## src/rtl/hstx_lane_ctrl.sv

```systemverilog
// Per-lane HS burst sequencer: walks the LP entry sequence, gates SOT/TxValid into hstx_fsm,
// paces the requester with one TxReadyHS per byte slot, then closes the burst back to Stop.
module hstx_lane_ctrl #(
    parameter int CNT_W       = 8,
    parameter int T_LPX       = 16,
    parameter int T_HS_PREP   = 12,
    parameter int HS_LEAD     = 23,
    parameter int BYTE_CYCLES = 8,
    parameter int T_HS_TRAIL  = 20,
    parameter int T_HS_EXIT   = 24
) (
    input  logic       TxDDRClkHS,
    input  logic       TxRst,
    input  logic       TxRequestHS,
    output logic       TxReadyHS,
    output logic       SOT,
    output logic       TxValid,
    output logic       HS_En,
    output logic       LP_En,
    output logic       LP_Dp,
    output logic       LP_Dn,
    output logic       Stopstate,
    output logic [2:0] CtrlState
);

    localparam int BC_W = (BYTE_CYCLES > 1) ? $clog2(BYTE_CYCLES) : 1;

    localparam logic [CNT_W-1:0] LPX_LOAD   = CNT_W'(T_LPX - 1);
    localparam logic [CNT_W-1:0] PREP_LOAD  = CNT_W'(T_HS_PREP - 1);
    localparam logic [CNT_W-1:0] LEAD_LOAD  = CNT_W'(HS_LEAD - 1);
    localparam logic [CNT_W-1:0] TRAIL_LOAD = CNT_W'(T_HS_TRAIL - 1);
    localparam logic [CNT_W-1:0] EXIT_LOAD  = CNT_W'(T_HS_EXIT - 1);
    localparam logic [BC_W-1:0]  BYTE_LAST  = BC_W'(BYTE_CYCLES - 1);

    typedef enum logic [2:0] {
        ST_STOP      = 3'd0,
        ST_LP_RQST   = 3'd1,
        ST_LP_BRIDGE = 3'd2,
        ST_HS_PREP   = 3'd3,
        ST_HS_GO     = 3'd4,
        ST_HS_DATA   = 3'd5,
        ST_HS_TRAIL  = 3'd6,
        ST_HS_EXIT   = 3'd7
    } state_t;

    state_t           state;
    state_t           state_next;
    logic [CNT_W-1:0] timer;
    logic [CNT_W-1:0] timer_next;
    logic [BC_W-1:0]  byte_cnt;
    logic [BC_W-1:0]  byte_cnt_next;
    logic             timer_done;
    logic             slot_end;

    assign timer_done = (timer == '0);
    assign slot_end   = (byte_cnt == BYTE_LAST);

    always_ff @(posedge TxDDRClkHS) begin
        if (TxRst) begin
            state    <= ST_STOP;
            timer    <= '0;
            byte_cnt <= '0;
        end else begin
            state    <= state_next;
            timer    <= timer_next;
            byte_cnt <= byte_cnt_next;
        end
    end

    // Each timed state loads length-1 on entry and exits on the cycle the timer reads zero.
    always_comb begin
        state_next    = state;
        timer_next    = timer_done ? '0 : timer - CNT_W'(1);
        byte_cnt_next = '0;
        case (state)
            ST_STOP: begin
                if (TxRequestHS) begin
                    state_next = ST_LP_RQST;
                    timer_next = LPX_LOAD;
                end
            end
            ST_LP_RQST: begin
                if (timer_done) begin
                    state_next = ST_LP_BRIDGE;
                    timer_next = LPX_LOAD;
                end
            end
            ST_LP_BRIDGE: begin
                if (timer_done) begin
                    state_next = ST_HS_PREP;
                    timer_next = PREP_LOAD;
                end
            end
            ST_HS_PREP: begin
                if (timer_done) begin
                    state_next = ST_HS_GO;
                    timer_next = LEAD_LOAD;
                end
            end
            ST_HS_GO: begin
                if (timer_done) begin
                    if (TxRequestHS) begin
                        state_next = ST_HS_DATA;
                        timer_next = '0;
                    end else begin
                        state_next = ST_HS_TRAIL;
                        timer_next = TRAIL_LOAD;
                    end
                end
            end
            ST_HS_DATA: begin
                // The request is only looked at on the last cycle of a byte slot.
                byte_cnt_next = slot_end ? '0 : byte_cnt + BC_W'(1);
                if (slot_end && !TxRequestHS) begin
                    state_next = ST_HS_TRAIL;
                    timer_next = TRAIL_LOAD;
                end
            end
            ST_HS_TRAIL: begin
                if (timer_done) begin
                    state_next = ST_HS_EXIT;
                    timer_next = EXIT_LOAD;
                end
            end
            ST_HS_EXIT: begin
                if (timer_done) begin
                    state_next = ST_STOP;
                end
            end
            default: begin
                state_next = ST_STOP;
                timer_next = '0;
            end
        endcase
    end

    // Line levels decode purely from the registered state; LP levels are parked low while LP is off.
    always_comb begin
        LP_En     = 1'b0;
        LP_Dp     = 1'b0;
        LP_Dn     = 1'b0;
        HS_En     = 1'b0;
        SOT       = 1'b0;
        TxValid   = 1'b0;
        Stopstate = 1'b0;
        case (state)
            ST_STOP: begin
                LP_En     = 1'b1;
                LP_Dp     = 1'b1;
                LP_Dn     = 1'b1;
                Stopstate = 1'b1;
            end
            ST_LP_RQST: begin
                LP_En = 1'b1;
                LP_Dn = 1'b1;
            end
            ST_LP_BRIDGE: begin
                LP_En = 1'b1;
            end
            ST_HS_PREP: begin
                LP_En = 1'b1;
                HS_En = 1'b1;
            end
            ST_HS_GO, ST_HS_DATA: begin
                HS_En   = 1'b1;
                SOT     = 1'b1;
                TxValid = 1'b1;
            end
            ST_HS_TRAIL: begin
                HS_En = 1'b1;
            end
            ST_HS_EXIT: begin
                LP_En = 1'b1;
                LP_Dp = 1'b1;
                LP_Dn = 1'b1;
            end
            default: begin
                LP_En     = 1'b1;
                LP_Dp     = 1'b1;
                LP_Dn     = 1'b1;
                Stopstate = 1'b1;
            end
        endcase
    end

    assign TxReadyHS = (state == ST_HS_DATA) && slot_end && TxRequestHS;
    assign CtrlState = state;

endmodule

```

## config.mk

```make
export PLATFORM = sky130hd
export DESIGN_NAME = hstx_lane_ctrl
export DESIGN_NICKNAME = d
export VERILOG_FILES = /design/src/rtl/hstx_lane_ctrl.sv
export SDC_FILE = /design/constraint.sdc
export NUM_CORES = 1
export LEC_CHECK = 0
export ABC_AREA = 0
export BUFFER_PORTS_ARGS = -buffer_cell sky130_fd_sc_hd__buf_2
export CAP_MARGIN = 20
export CORE_MARGIN = 2
export CORE_UTILIZATION = 30
export CTS_BUF_LIST = sky130_fd_sc_hd__clkbuf_16
export DETAILED_ROUTE_END_ITERATION = 6
export GPL_TIMING_DRIVEN = 0
export PLACE_DENSITY_LB_ADDON = 0.08
export REMOVE_ABC_BUFFERS = 1
export SYNTH_ARGS = -nofsm -noshare
export SYNTH_HDL_FRONTEND = slang
export SYNTH_SLANG_ARGS = --single-unit
```

## constraint.sdc

```tcl
create_clock -name TxDDRClkHS -period 3.05 [get_ports TxDDRClkHS]
set_input_delay 0 -clock TxDDRClkHS [delete_from_list [all_inputs] [get_ports TxDDRClkHS]]
set_output_delay 0 -clock TxDDRClkHS [all_outputs]
set_load 0.01 [all_outputs]
```

==> results.ini <==
[critical_path]
crit_start=timer[0]
worstPathArrival_ns=2.13
end_kind=flop
r2r-end=timer[0]
path_class=reg -> reg
slowest_delay_ns=0.54
cp-start-kind=flop
required_ns=3.15
reg2reg_depth=6
crit_fanout=6
crit_cells=6
r2r-start=timer[0]
cp_num_buf_inv=1
path_cells=inv_1, ha_1, nor4b_4, nand2_1, a2111oi_0, a211oi_1
critical-path-top-delay-family=compound AO/OA/AOI/OAI gates
ff2ff_setup_slack_ns=1.02
cpMaxStageDelayCell=a2111oi_0

[clocking]
root_buffer=clkbuf_16
clk_latency_ns=0.25
numCtsBuffers=3
cts.reportedPaths.clkPinSlew_ns=0.05
htree_levels=1
postCtsHoldBufs=0
clock_sinks=14
cts_buffer_depth=2
tritoncts=built
post_cts_buffers=0
cts_resized=0

[finish]
fin_nets=129
area_growth_pct=17.1
drive_gt1_share_pct=22.3
diodes=0

[worst_hold_path]
min_from=TxRst
hold_depth=2
hp-class=in -> reg
min_delay_worst_endpoint=CtrlState[2]

[timing]
finalHoldViolations=0
max_slew.worst_pin.slew_ns=0.604
slew_headroom_pct=59.7
finalCritPeriodShare_pct=66.6
layout_min_cycle_time_ns=2.03
fin_skew_ns=0.00592
fmax_mhz=492
rsz0062_at_grt=false
setup_tns_ns=0
setup_viol_count_final=0
slew_viol_final=0

[placed_design]
io_buffers=13
finalWeightedCongestion=0.740
dp_hpwl_um=1630

[drt]
dr.first_iter.drc_count=16
drc=0
viasPerCell=5.63
ant_nets=0
wire_per_inst_um=14.6
routed_wl_um=2250
drt_first_pass_iters=4
vias=867

[floorplan]
die_h_um=59.4
dieArea_sq_mm=0.00353
num_io_pins=14
die_w_um=59.4
initial_utilization_pct=30.9
core-area_sq_mm=0.00298
rows=20

[global_routing]
grt_max_degree=18
gr-total-overflow=0
grtUsageTotal_pct=14.7
grt_first_pass_wirelength_um=3830
grt_pass1_vias=841
antenna_found_initial=0

[yosys]
ys.flop_type=dfxtp_1
synth_edf_count=0
synth_warnings=0
ys_types=44
synthCells=110
ys_ff_latch=14
synthesis.area_sq_um=921
async_reset_ff_share_pct=0
syn_avg_cell_area_sq_um=8.37
synth-seq-area-share_pct=30.4

[power]
power.density_mw_per_mm2=756
peakVddDrop_mv=0.219
total_power_w=0.000815
p_leak_nw=0.437

[status]
status=completed

[run]
cap_violations=0

-- worst max path at each step --
stage	to	slack, ns
2_1_floorplan	timer[0]	1.46
3_3_place_gp	timer[0]	1.06
3_5_place_dp	timer[0]	1.03
4_1_cts	timer[0]	1.0
5_1_grt	timer[0]	0.86
6_report	timer[0]	1.02
-- area by class of cell --
cell class              instances  area (sq um)
flip-flops and latches         14           280
fillers                       325          1900
inverters                       6          22.5
repair buffers                 13          65.1
well taps                      33          41.3
multi-input cells              85           594
clock buffers                   3          75.1
-- routing by layer --
layer	share of wire, %	GRT usage (%)	vias to the layer above	wire, um
met5	0	0	-	0
met4	2.1	7.79	0	47
met1	47	19.0	416	1060
met2	47	23.1	19	1060
li1	-	-	427	-
met3	3.6	2.62	5	81
-- report_power, final --
part           leakage (nW)  switching, W  internal, W
clock                0.0370     0.0000770     0.000172
combinational         0.286      0.000160     0.000130
sequential            0.114     0.0000626     0.000213
-- sequential cells by signal, indices dropped and copies added (netlist names) --
signal / flops
byte_cnt: 3
timer: 8
CtrlState: 3
-- synthesized netlist by cell type (3+ instances only) --
| library cell | n | area, sq um |
|---|---|---|
| nor2_1 | 12 | 45.0 |
| inv_1 | 6 | 22.5 |
| nor3_1 | 6 | 30.0 |
| nand2b_1 | 4 | 25.0 |
| clkbuf_1 | 3 | 11.3 |
| ha_1 | 3 | 37.5 |
| nand3_1 | 5 | 25.0 |
| nand2_1 | 6 | 22.5 |
| a21oi_1 | 5 | 25.0 |
| o21ai_0 | 3 | 15.0 |
| dfxtp_1 | 14 | 280 |
-- cell usage in the layout (no fill, tap or decap), drive strengths merged, types with 3 or more instances in the layout --
| cell type | Yosys | routed |
|---|---|---|
| inv | 6 | 6 |
| nand2b | 4 | 4 |
| a21oi | 6 | 6 |
| buf | 2 | 13 |
| nand2 | 6 | 6 |
| nor3 | 7 | 7 |
| dfxtp | 14 | 14 |
| nand3 | 5 | 5 |
| o21ai | 3 | 3 |
| nor4 | 3 | 3 |
| clkbuf | 3 | 3 |
| nor2 | 14 | 14 |
| ha | 3 | 3 |
-- through the flow --
step	hold slack (ns)	instance area, sq um	instances	setup slack [ns]	utilization [%]
floorplan	0.0691	897	105	1.46	-
global placement	0.345	1000	151	1.06	33.7
detailed placement	0.339	1000	151	1.03	33.7
CTS	0.0856	1080	154	0.997	36.2
global route	0.105	1080	154	0.862	36.2
finish	0.0809	1080	154	1.02	36.2
-- cells by family after synthesis --
group	synth area share, %
compound gates	20.8
xor+xnor	3.81
fa+ha+maj	4.08
buf+inv	5.03
flops	30.4
mux	1.09
simple gates	34.8
No activity file was read; power rests on OpenSTA's default activity.
